File: src/rtl/pwl_pkg.sv
// Shared definitions for the pseudo-softmax PWL datapath.
//   DW        : default score / reciprocal / output width
//   N_DEFAULT : default number of scores per frame
//   state_t   : normaliser sequencing states
//   sat_shift : shift a 2*DW-bit product right and clamp it to DW bits
package pwl_pkg;

   localparam int DW        = 8;
   localparam int N_DEFAULT = 4;

   typedef enum logic [1:0] {
      LOAD = 2'd0,
      WAIT = 2'd1,
      EMIT = 2'd2
   } state_t;

   function automatic logic [DW-1:0] sat_shift(input logic [2*DW-1:0] product,
                                               input int unsigned     shift);
      logic [2*DW-1:0] v;
      v = product >> shift;
      if (|v[2*DW-1:DW]) begin
         return {DW{1'b1}};
      end
      return v[DW-1:0];
   endfunction

endpackage

File: src/rtl/softmax_normalizer_norm_mul.sv
// Registered DW x DW unsigned multiply, right shift by SHIFT, saturate to DW.
// One cycle of latency; the output register only loads when i_en is high so
// the result holds while the consumer stalls.
//   clk, rst_n : clock, synchronous active-low reset (clears o_y)
//   i_en       : load a new result
//   i_a, i_b   : operands
//   o_y        : sat_DW((i_a * i_b) >> SHIFT)
module norm_mul import pwl_pkg::*; #(
   parameter int DW    = pwl_pkg::DW,
   parameter int SHIFT = 8
) (
   input  logic          clk,
   input  logic          rst_n,
   input  logic          i_en,
   input  logic [DW-1:0] i_a,
   input  logic [DW-1:0] i_b,
   output logic [DW-1:0] o_y
);

   logic [2*DW-1:0] w_prod;
   logic [DW-1:0]   w_sat;
   logic [DW-1:0]   r_y;

   assign w_prod = {{DW{1'b0}}, i_a} * {{DW{1'b0}}, i_b};

   // The shared helper is fixed to the package width; other widths use the
   // same clamp written out locally.
   generate
      if (DW == pwl_pkg::DW) begin : g_pkg
         assign w_sat = sat_shift(w_prod, unsigned'(SHIFT));
      end else begin : g_gen
         logic [2*DW-1:0] w_shr;
         assign w_shr = w_prod >> SHIFT;
         assign w_sat = (|w_shr[2*DW-1:DW]) ? {DW{1'b1}} : w_shr[DW-1:0];
      end
   endgenerate

   always_ff @(posedge clk) begin
      if (!rst_n) begin
         r_y <= '0;
      end else if (i_en) begin
         r_y <= w_sat;
      end
   end

   assign o_y = r_y;

endmodule

File: src/rtl/softmax_normalizer.sv
// Normalisation stage of the pseudo-softmax datapath. Buffers a frame of N
// scores, presents their mean to the reciprocal stage, latches the returned
// reciprocal and streams score*reciprocal (shifted, saturated) downstream.
//   clk, rst_n          : clock, synchronous active-low reset
//   in_valid/in_data    : score input, accepted when in_ready (LOAD only)
//   in_ready            : stage accepts a score
//   sum_out             : frame mean, drives the reciprocal stage
//   recip_in            : reciprocal of sum_out, valid RECIP_LAT cycles later
//   out_valid/out_data  : normalised score with valid/ready handshake
//   out_last            : marks the N-th output of a frame
//   out_ready           : consumer accepts output
//
// state | meaning
// LOAD  | accepting scores into the buffer, accumulating the sum
// WAIT  | mean presented, waiting RECIP_LAT cycles for the reciprocal
// EMIT  | streaming buffered scores times the latched reciprocal
module softmax_normalizer import pwl_pkg::*; #(
   parameter int N         = pwl_pkg::N_DEFAULT,
   parameter int DW        = pwl_pkg::DW,
   parameter int RECIP_LAT = 1,
   parameter int OUT_SHIFT = 8
) (
   input  logic          clk,
   input  logic          rst_n,
   input  logic          in_valid,
   input  logic [DW-1:0] in_data,
   output logic          in_ready,
   output logic [DW-1:0] sum_out,
   input  logic [DW-1:0] recip_in,
   output logic          out_valid,
   output logic [DW-1:0] out_data,
   output logic          out_last,
   input  logic          out_ready
);

   localparam int LGN = $clog2(N);
   localparam int SW  = DW + LGN;
   localparam int WCW = (RECIP_LAT < 1) ? 1 : $clog2(RECIP_LAT + 1);
   localparam logic [LGN-1:0] LAST_IDX  = LGN'(N - 1);
   localparam logic [WCW-1:0] WAIT_LOAD = WCW'(RECIP_LAT);

   state_t         r_state;
   state_t         w_next;
   logic [DW-1:0]  r_buf [N];
   logic [LGN-1:0] r_idx;
   logic [SW-1:0]  r_sum;
   logic [SW-1:0]  w_new_sum;
   logic [DW-1:0]  r_sum_out;
   logic [DW-1:0]  r_recip_q;
   logic [WCW-1:0] r_wait_cnt;
   logic           r_all_issued;
   logic           r_out_valid;
   logic           r_out_last;
   logic           w_in_ready;
   logic           w_in_fire;
   logic           w_out_fire;
   logic           w_advance;
   logic           w_issue;

   assign w_in_fire  = in_valid && w_in_ready;
   assign w_new_sum  = r_sum + SW'(in_data);
   assign w_out_fire = r_out_valid && out_ready;
   // The output register may take a new value when empty or being drained.
   assign w_advance  = !r_out_valid || out_ready;
   assign w_issue    = (r_state == EMIT) && w_advance && !r_all_issued;

   always_ff @(posedge clk) begin
      if (!rst_n) begin
         r_state <= LOAD;
      end else begin
         r_state <= w_next;
      end
   end

   always_comb begin
      w_next = r_state;
      case (r_state)
         LOAD: if (w_in_fire && (r_idx == LAST_IDX)) w_next = WAIT;
         WAIT: if (r_wait_cnt == '0) w_next = EMIT;
         EMIT: if (w_out_fire && r_out_last) w_next = LOAD;
         default: w_next = LOAD;
      endcase
   end

   always_comb begin
      w_in_ready = (r_state == LOAD);
   end

   // Buffer holds data only; a reset discards it by clearing the index.
   always_ff @(posedge clk) begin
      if (rst_n && w_in_fire) begin
         r_buf[r_idx] <= in_data;
      end
   end

   always_ff @(posedge clk) begin
      if (!rst_n) begin
         r_idx        <= '0;
         r_sum        <= '0;
         r_sum_out    <= '0;
         r_recip_q    <= '0;
         r_wait_cnt   <= WAIT_LOAD;
         r_all_issued <= 1'b0;
         r_out_valid  <= 1'b0;
         r_out_last   <= 1'b0;
      end else begin
         case (r_state)
            LOAD: begin
               if (w_in_fire) begin
                  if (r_idx == LAST_IDX) begin
                     r_idx      <= '0;
                     r_sum      <= '0;
                     r_sum_out  <= w_new_sum[SW-1:LGN];
                     r_wait_cnt <= WAIT_LOAD;
                  end else begin
                     r_idx <= r_idx + 1'b1;
                     r_sum <= w_new_sum;
                  end
               end
            end
            WAIT: begin
               if (r_wait_cnt == '0) begin
                  r_recip_q <= recip_in;
               end else begin
                  r_wait_cnt <= r_wait_cnt - 1'b1;
               end
            end
            EMIT: begin
               if (w_issue) begin
                  r_out_valid <= 1'b1;
                  r_out_last  <= (r_idx == LAST_IDX);
                  r_idx       <= r_idx + 1'b1;
                  if (r_idx == LAST_IDX) r_all_issued <= 1'b1;
               end else if (w_out_fire) begin
                  r_out_valid <= 1'b0;
                  r_out_last  <= 1'b0;
               end
               if (w_out_fire && r_out_last) r_all_issued <= 1'b0;
            end
            default: ;
         endcase
      end
   end

   norm_mul #(
      .DW    (DW),
      .SHIFT (OUT_SHIFT)
   ) u_mul (
      .clk   (clk),
      .rst_n (rst_n),
      .i_en  (w_issue),
      .i_a   (r_buf[r_idx]),
      .i_b   (r_recip_q),
      .o_y   (out_data)
   );

   assign in_ready  = w_in_ready;
   assign sum_out   = r_sum_out;
   assign out_valid = r_out_valid;
   assign out_last  = r_out_last;

endmodule
File: config.mk
export PLATFORM = sky130hd
export DESIGN_NAME = softmax_normalizer
export DESIGN_NICKNAME = d
export VERILOG_FILES = /design/src/rtl/pwl_pkg.sv /design/src/rtl/softmax_normalizer_norm_mul.sv /design/src/rtl/softmax_normalizer.sv
export SDC_FILE = /design/constraint.sdc
export NUM_CORES = 1
export LEC_CHECK = 0
export CAP_MARGIN = 0
export CORE_ASPECT_RATIO = 2
export CORE_MARGIN = 4
export CORE_UTILIZATION = 54
export CTS_CLUSTER_SIZE = 24
export DETAILED_ROUTE_END_ITERATION = 12
export PLACE_DENSITY = 0.73
export SKIP_CTS_REPAIR_TIMING = 1
export SKIP_LAST_GASP = 1
export SYNTH_ARGS = -nofsm -noshare
export SYNTH_HDL_FRONTEND = slang
export SYNTH_SLANG_ARGS = --single-unit
File: constraint.sdc
create_clock -name clk -period 5.3 [get_ports clk]
set_clock_uncertainty 0.2 [all_clocks]
set_input_delay 1.06 -clock clk [delete_from_list [all_inputs] [get_ports clk]]
set_output_delay 1.06 -clock clk [all_outputs]
set_load 0.005 [all_outputs]
# ---- Word-level counts from Yosys, hierarchy flattened
# Memories as Yosys holds them, arrays and structs flattened. A register that Yosys moved wholly into a read port is not among the register bits.
# Index checks and enable logic that the tools add are counted.
dict set report word_totals {
  ff_bits 42
  ramBits 32
  in_bits 20
  out_inout_bits 19
  elab_cells 71
  memories 1
}
# name words width read_ports rd_ports_with_merged_regs write_ports line_no
set mem_list {}
lappend mem_list {r_buf 4 8 1 1 1 softmax_normalizer.sv:44} ;# logic [DW-1:0] r_buf [N];
dict set report op_classes {
  addsub 3
  mul 1
  eq_ne 9
  mux 22
  n_bitwise 1
  n_reduce_logical 24
}
# op n
set op_table {}
lappend op_table {{$mul A8 B8 Y16} 1}
lappend op_table {{$mux W2} 8}
lappend op_table {{$reduce_and A3 Y1} 5}
lappend op_table {{$add A10 B8 Y10} 1}
lappend op_table {{$mux W1} 10}
lappend op_table {{$mux W10} 1}
lappend op_table {{$ne A2 B1 Y1 const B} 5}
lappend op_table {{$reduce_bool A2 Y1} 5}
lappend op_table {{$logic_and A1 B1 Y1} 7}
lappend op_table {{$pmux W2 S3} 1}
lappend op_table {{$reduce_and A2 Y1} 3}
lappend op_table {{$eq A2 B2 Y1 const B} 2}
lappend op_table {{$pmux W2 S2} 1}
lappend op_table {{$add A2 B1 Y2 const B} 1}
lappend op_table {{$eq A2 B1 Y1 const B} 1}
lappend op_table {{$logic_not A1 Y1} 2}
lappend op_table {{$logic_not A2 Y1} 1}
lappend op_table {{$ne A2 B2 Y1 const B} 1}
lappend op_table {{$pmux W1 S2} 1}
lappend op_table {{$logic_or A1 B1 Y1} 1}
lappend op_table {{$not A1 Y1} 1}
lappend op_table {{$sub A1 B1 Y1 const B} 1}

# ---- Depth between registers and ports, before layout
dict set report depth {
  word_depth 8
  mapped_depth 19
  ltp_nobuf 17
}

# ---- By module
# Synthesis repeated with hierarchy kept, for this count alone.
dict set report hier_totals {
  cells_unflattened 528
  area_unflattened_um2 5451.5
}
# module instances cells_each area_each_um2 seq_area_each_um2
set by_module_without_submodules {}
lappend by_module_without_submodules {softmax_normalizer 1 267 3083.0 1681.6}
lappend by_module_without_submodules {norm_mul 1 261 2368.5 160.2}

# ---- Worst setup path after synthesis
# No wires, ideal clock.
dict set report synth_path {
  path_type {register to register}
  from {register with a tool-made name}
  to {register u_mul.r_y[5] (netlist: u_mul.o_y[5])}
  setup_time_ns 0.120
  arrival_time_ns 4.911
  t_required_ns 4.980
  path_slack_ns 0.069
  stages_incl_launch_ff 18
  n_path_buf 2
  synth_period_minus_slack_ns 5.231
  path_cell_list {dfxtp_1 -> buf_6 -> mux4_1 -> and2_1 -> fa_1 -> fa_1 -> fa_1 -> inv_1 -> fa_1 -> inv_1 -> ha_1 -> clkbuf_1 -> and4_2 -> and3_2 -> and3_4 -> o21bai_4 -> mux2i_1 -> or2_1}
}
# element line_no
set synth_rtl {}
lappend synth_rtl {{end signal: assignment} softmax_normalizer_norm_mul.sv:42} ;# r_y <= w_sat;
lappend synth_rtl {{end: declaration} softmax_normalizer_norm_mul.sv:22} ;# logic [DW-1:0] r_y;

==> results.md <==
- CTS tree: built
- Area leader, netlist: edfxtp_1
- Fmax: 194 MHz
- DR vias: 3976
- Setup CP Type: register to register
- Setup slack, reg-to-reg: roughly 0.14 ns
- Status: completed
- Dpl ws: -0.0389 ns
- Power Density: roughly 230 nW/um^2
- Max Root-Sink Buffers: 2
- Net Count, Synth: slightly above 600
- DIE AREA: approximately 12000 sq um
- Setup violators final: 0
- Worst Hold Slack: roughly 0.26 ns
- Wirelength, routed: around 12000 um
- Synth top area cells: edfxtp_1 (18%), dfxtp_1 (17%), fa_1 (14%), ha_1 (11%), and2_1 (5.8%)
- Final #Nets: roughly 670
- Final core area utilization: 0.651
- Leak: ~2.8 nW
- VDD IR max: 0.285 mV
- Max cap viols: 0
- I/O Pins: 39
- Synthesized instance count: 514
- Synth Register Bits: 76
- FFs w/ async S/R, synth: 0
- Critical path arrival: roughly 5.2 ns
- CTS sink count: 76
- Placement row count: 51
- DRT antenna net count: 0
- Crit path time final: about 5.2 ns
- Port buffer count: 38
- Pins Over Slew Limit: 0
- Routed length per placed instance: ~17 um
- CP Capture Type: register
- Synth Flop Type: dfxtp_1
- Placed inst area: between 5000 and 6000 sq um
- Min-Delay Path Class: register to register
- Fin Setup TNS: 0 ns
- N_diodes: 0
- Number of fill cells: 795
- Initial core utilization: 0.547
- Syn avg cell area: 10.3 sq um
- CP Max Fanout: 8
- Least-Margin Pin Slew: 0.668 ns
- Core footprint: 9700 sq um
- Synth unique cells: 56
- CP Data Required Time: between 5 and 6 ns
- Layout area overhead: 18.9%
- Post-synth EDFFs: 32
- 1st-iter DRT viols: between 150 and 200
- Die width: between 70 and 80 um
- Vias per cell: 5.66
- Num CTS Buffers: 9
- Final Hold Viols: 0
- Largest net degree at the start of global routing: 30
- DP HPWL: 9270 um
- Root Buffer: clkbuf_16
- Yosys warning total: 0
- DRT Pass-1 Iters: 4
- Cell Area, Synth: approximately 5300 sq um
- Congestion Overflow GR: 0
- Sequential element share of the synthesized area: 0.347
- GRT Overall Usage: 0.220
- Fraction of layout cells with a size suffix above 1: 0.116
- Initial antenna violation count: 0
- CP startpoint kind: register
- Worst setup margin: 0.140 ns
- Synth top area share: 0.181
- Placer Congestion: slightly below 0.9
- Residual DRC count: 0
- First-pass GRT wire length: between 15000 and 20000 um
- Die Y: ~150 um
- Reg clk slew, reported paths: about 0.07 ns
- Final worst-path cycle share: 0.974
- Worst-Skew Late Latency: 0.34 ns
- Slew HR: 0.555
- Number of H-tree levels: 3
- Final Cell Area: between 6000 and 7000 sq um
- Vias in the first global route: between 4000 and 5000
==> metrics by stage <==
stage / total power [mW] / cells
final: 1.45 / 703
after global routing: 1.51 / 703
after CTS: 1.45 / 702
after detailed placement: 0.807 / 686
after global placement: 0.801 / 686
after floorplan: 0.748 / 514
==> final timing paths <==
check | from | to | depth (start not counted)
max | register | u_mul.o_y[5] | 16
min | sum_out[6] | sum_out[6] | 2
max reg2reg | register | u_mul.o_y[5] | 16
min reg2reg | sum_out[6] | sum_out[6] | 2
==> cell type report <==
type / instances / area [sq um] / share of cell area
Multi-Input combinational cell: 376 / 3280 / 0.519
Sequential cell: 76 / 1840 / 0.292
Timing Repair Buffer: 57 / 536 / 0.0848
Clock buffer: 9 / 225 / 0.0357
Inverter: 46 / 173 / 0.0273
Tap cell: 132 / 165 / 0.0262
Clock inverter: 7 / 93.8 / 0.0149
==> sequential cells by signal, indices dropped and copies added (netlist names), named ones only <==
name and flops:
out_last 1, out_valid 1, r_all_issued 1, r_buf 32, r_idx 2, r_recip_q 8
r_state 2, r_sum 10, r_wait_cnt 1, sum_out 8, u_mul.o_y 8
==> routing by layer <==
layer	global-route usage	wire length, um	up-vias
li1	-	-	1906
met1	0.212	4140	1957
met2	0.436	7160	87
met3	0.0315	242	26
met4	0.116	462	0
met5	0	0	-
==> critical path, stage by stage (launching register included) <==
cell and delay [ns]:
dfxtp_2 0.34, buf_12 0.13, mux4_2 0.56, and2_1 0.21, fa_1 0.50, fa_1 0.53, fa_1 0.54, inv_1 0.06
fa_1 0.53, inv_1 0.06, ha_4 0.28, and4_4 0.25, and3_2 0.19, and3_4 0.24, o21bai_4 0.08, mux2i_1 0.11
or2_1 0.22
==> cell usage after synthesis, types with 2 or more instances <==
| cell | n |
|---|---|
| and2_1 | 49 |
| inv_1 | 46 |
| ha_1 | 45 |
| dfxtp_1 | 44 |
| nand2_1 | 42 |
| fa_1 | 36 |
| edfxtp_1 | 32 |
| a21oi_1 | 27 |
| nor2_1 | 27 |
| nand3_1 | 18 |
| o21ai_0 | 16 |
| clkbuf_1 | 14 |
| mux2i_1 | 13 |
| mux4_1 | 7 |
| nand4_1 | 7 |
| xor2_1 | 7 |
| a21o_1 | 6 |
| and2_2 | 5 |
| nor3_1 | 5 |
| xnor2_1 | 5 |
| a31oi_1 | 4 |
| and3_1 | 4 |
| nand2b_1 | 4 |
| or4_1 | 4 |
| a211oi_1 | 3 |
| a22oi_1 | 3 |
| nand3b_1 | 3 |
| nor2b_1 | 3 |
| a32oi_1 | 2 |
| nand4b_1 | 2 |
| nor3b_1 | 2 |
| o21a_1 | 2 |
| o22ai_1 | 2 |
| o41ai_1 | 2 |
| or3_1 | 2 |
==> placed cells by master (no fill, tap or decap), types with 3 or more instances in the layout <==
| cell | count |
|---|---|
| edfxtp_1 | 32 |
| nand2_1 | 42 |
| ha_4 | 3 |
| xnor2_1 | 5 |
| nand3b_1 | 3 |
| o21ai_0 | 16 |
| a211oi_1 | 3 |
| and3_1 | 4 |
| mux2i_1 | 13 |
| nand3_1 | 18 |
| buf_4 | 18 |
| xor2_1 | 7 |
| mux4_2 | 7 |
| and2_1 | 48 |
| clkdlybuf4s50_1 | 38 |
| a21o_1 | 6 |
| dfxtp_1 | 43 |
| a31oi_1 | 4 |
| nand2b_1 | 4 |
| a22oi_1 | 3 |
| ha_1 | 42 |
| nand4_1 | 7 |
| nor3_1 | 5 |
| clkbuf_16 | 9 |
| and2_2 | 5 |
| inv_1 | 46 |
| nor2_1 | 27 |
| a21oi_1 | 25 |
| nor2b_1 | 3 |
| or4_1 | 4 |
| fa_1 | 36 |
==> report_power, final <==
part	switching, mW	internal (mW)	total, mW
Sequential	0.0109	0.627	0.638
Clock	0.269	0.378	0.646
Combinational	0.0867	0.0745	0.161
==> cells by family after synthesis <==
family / after synthesis / share of synthesized area
compound gates: 77 / 0.0912
xor+xnor: 12 / 0.0198
fa+ha+maj: 81 / 0.242
buf+inv: 62 / 0.0471
flops: 76 / 0.347
mux: 21 / 0.0634
simple gates: 185 / 0.190
Power figures use the tool's default switching activity.
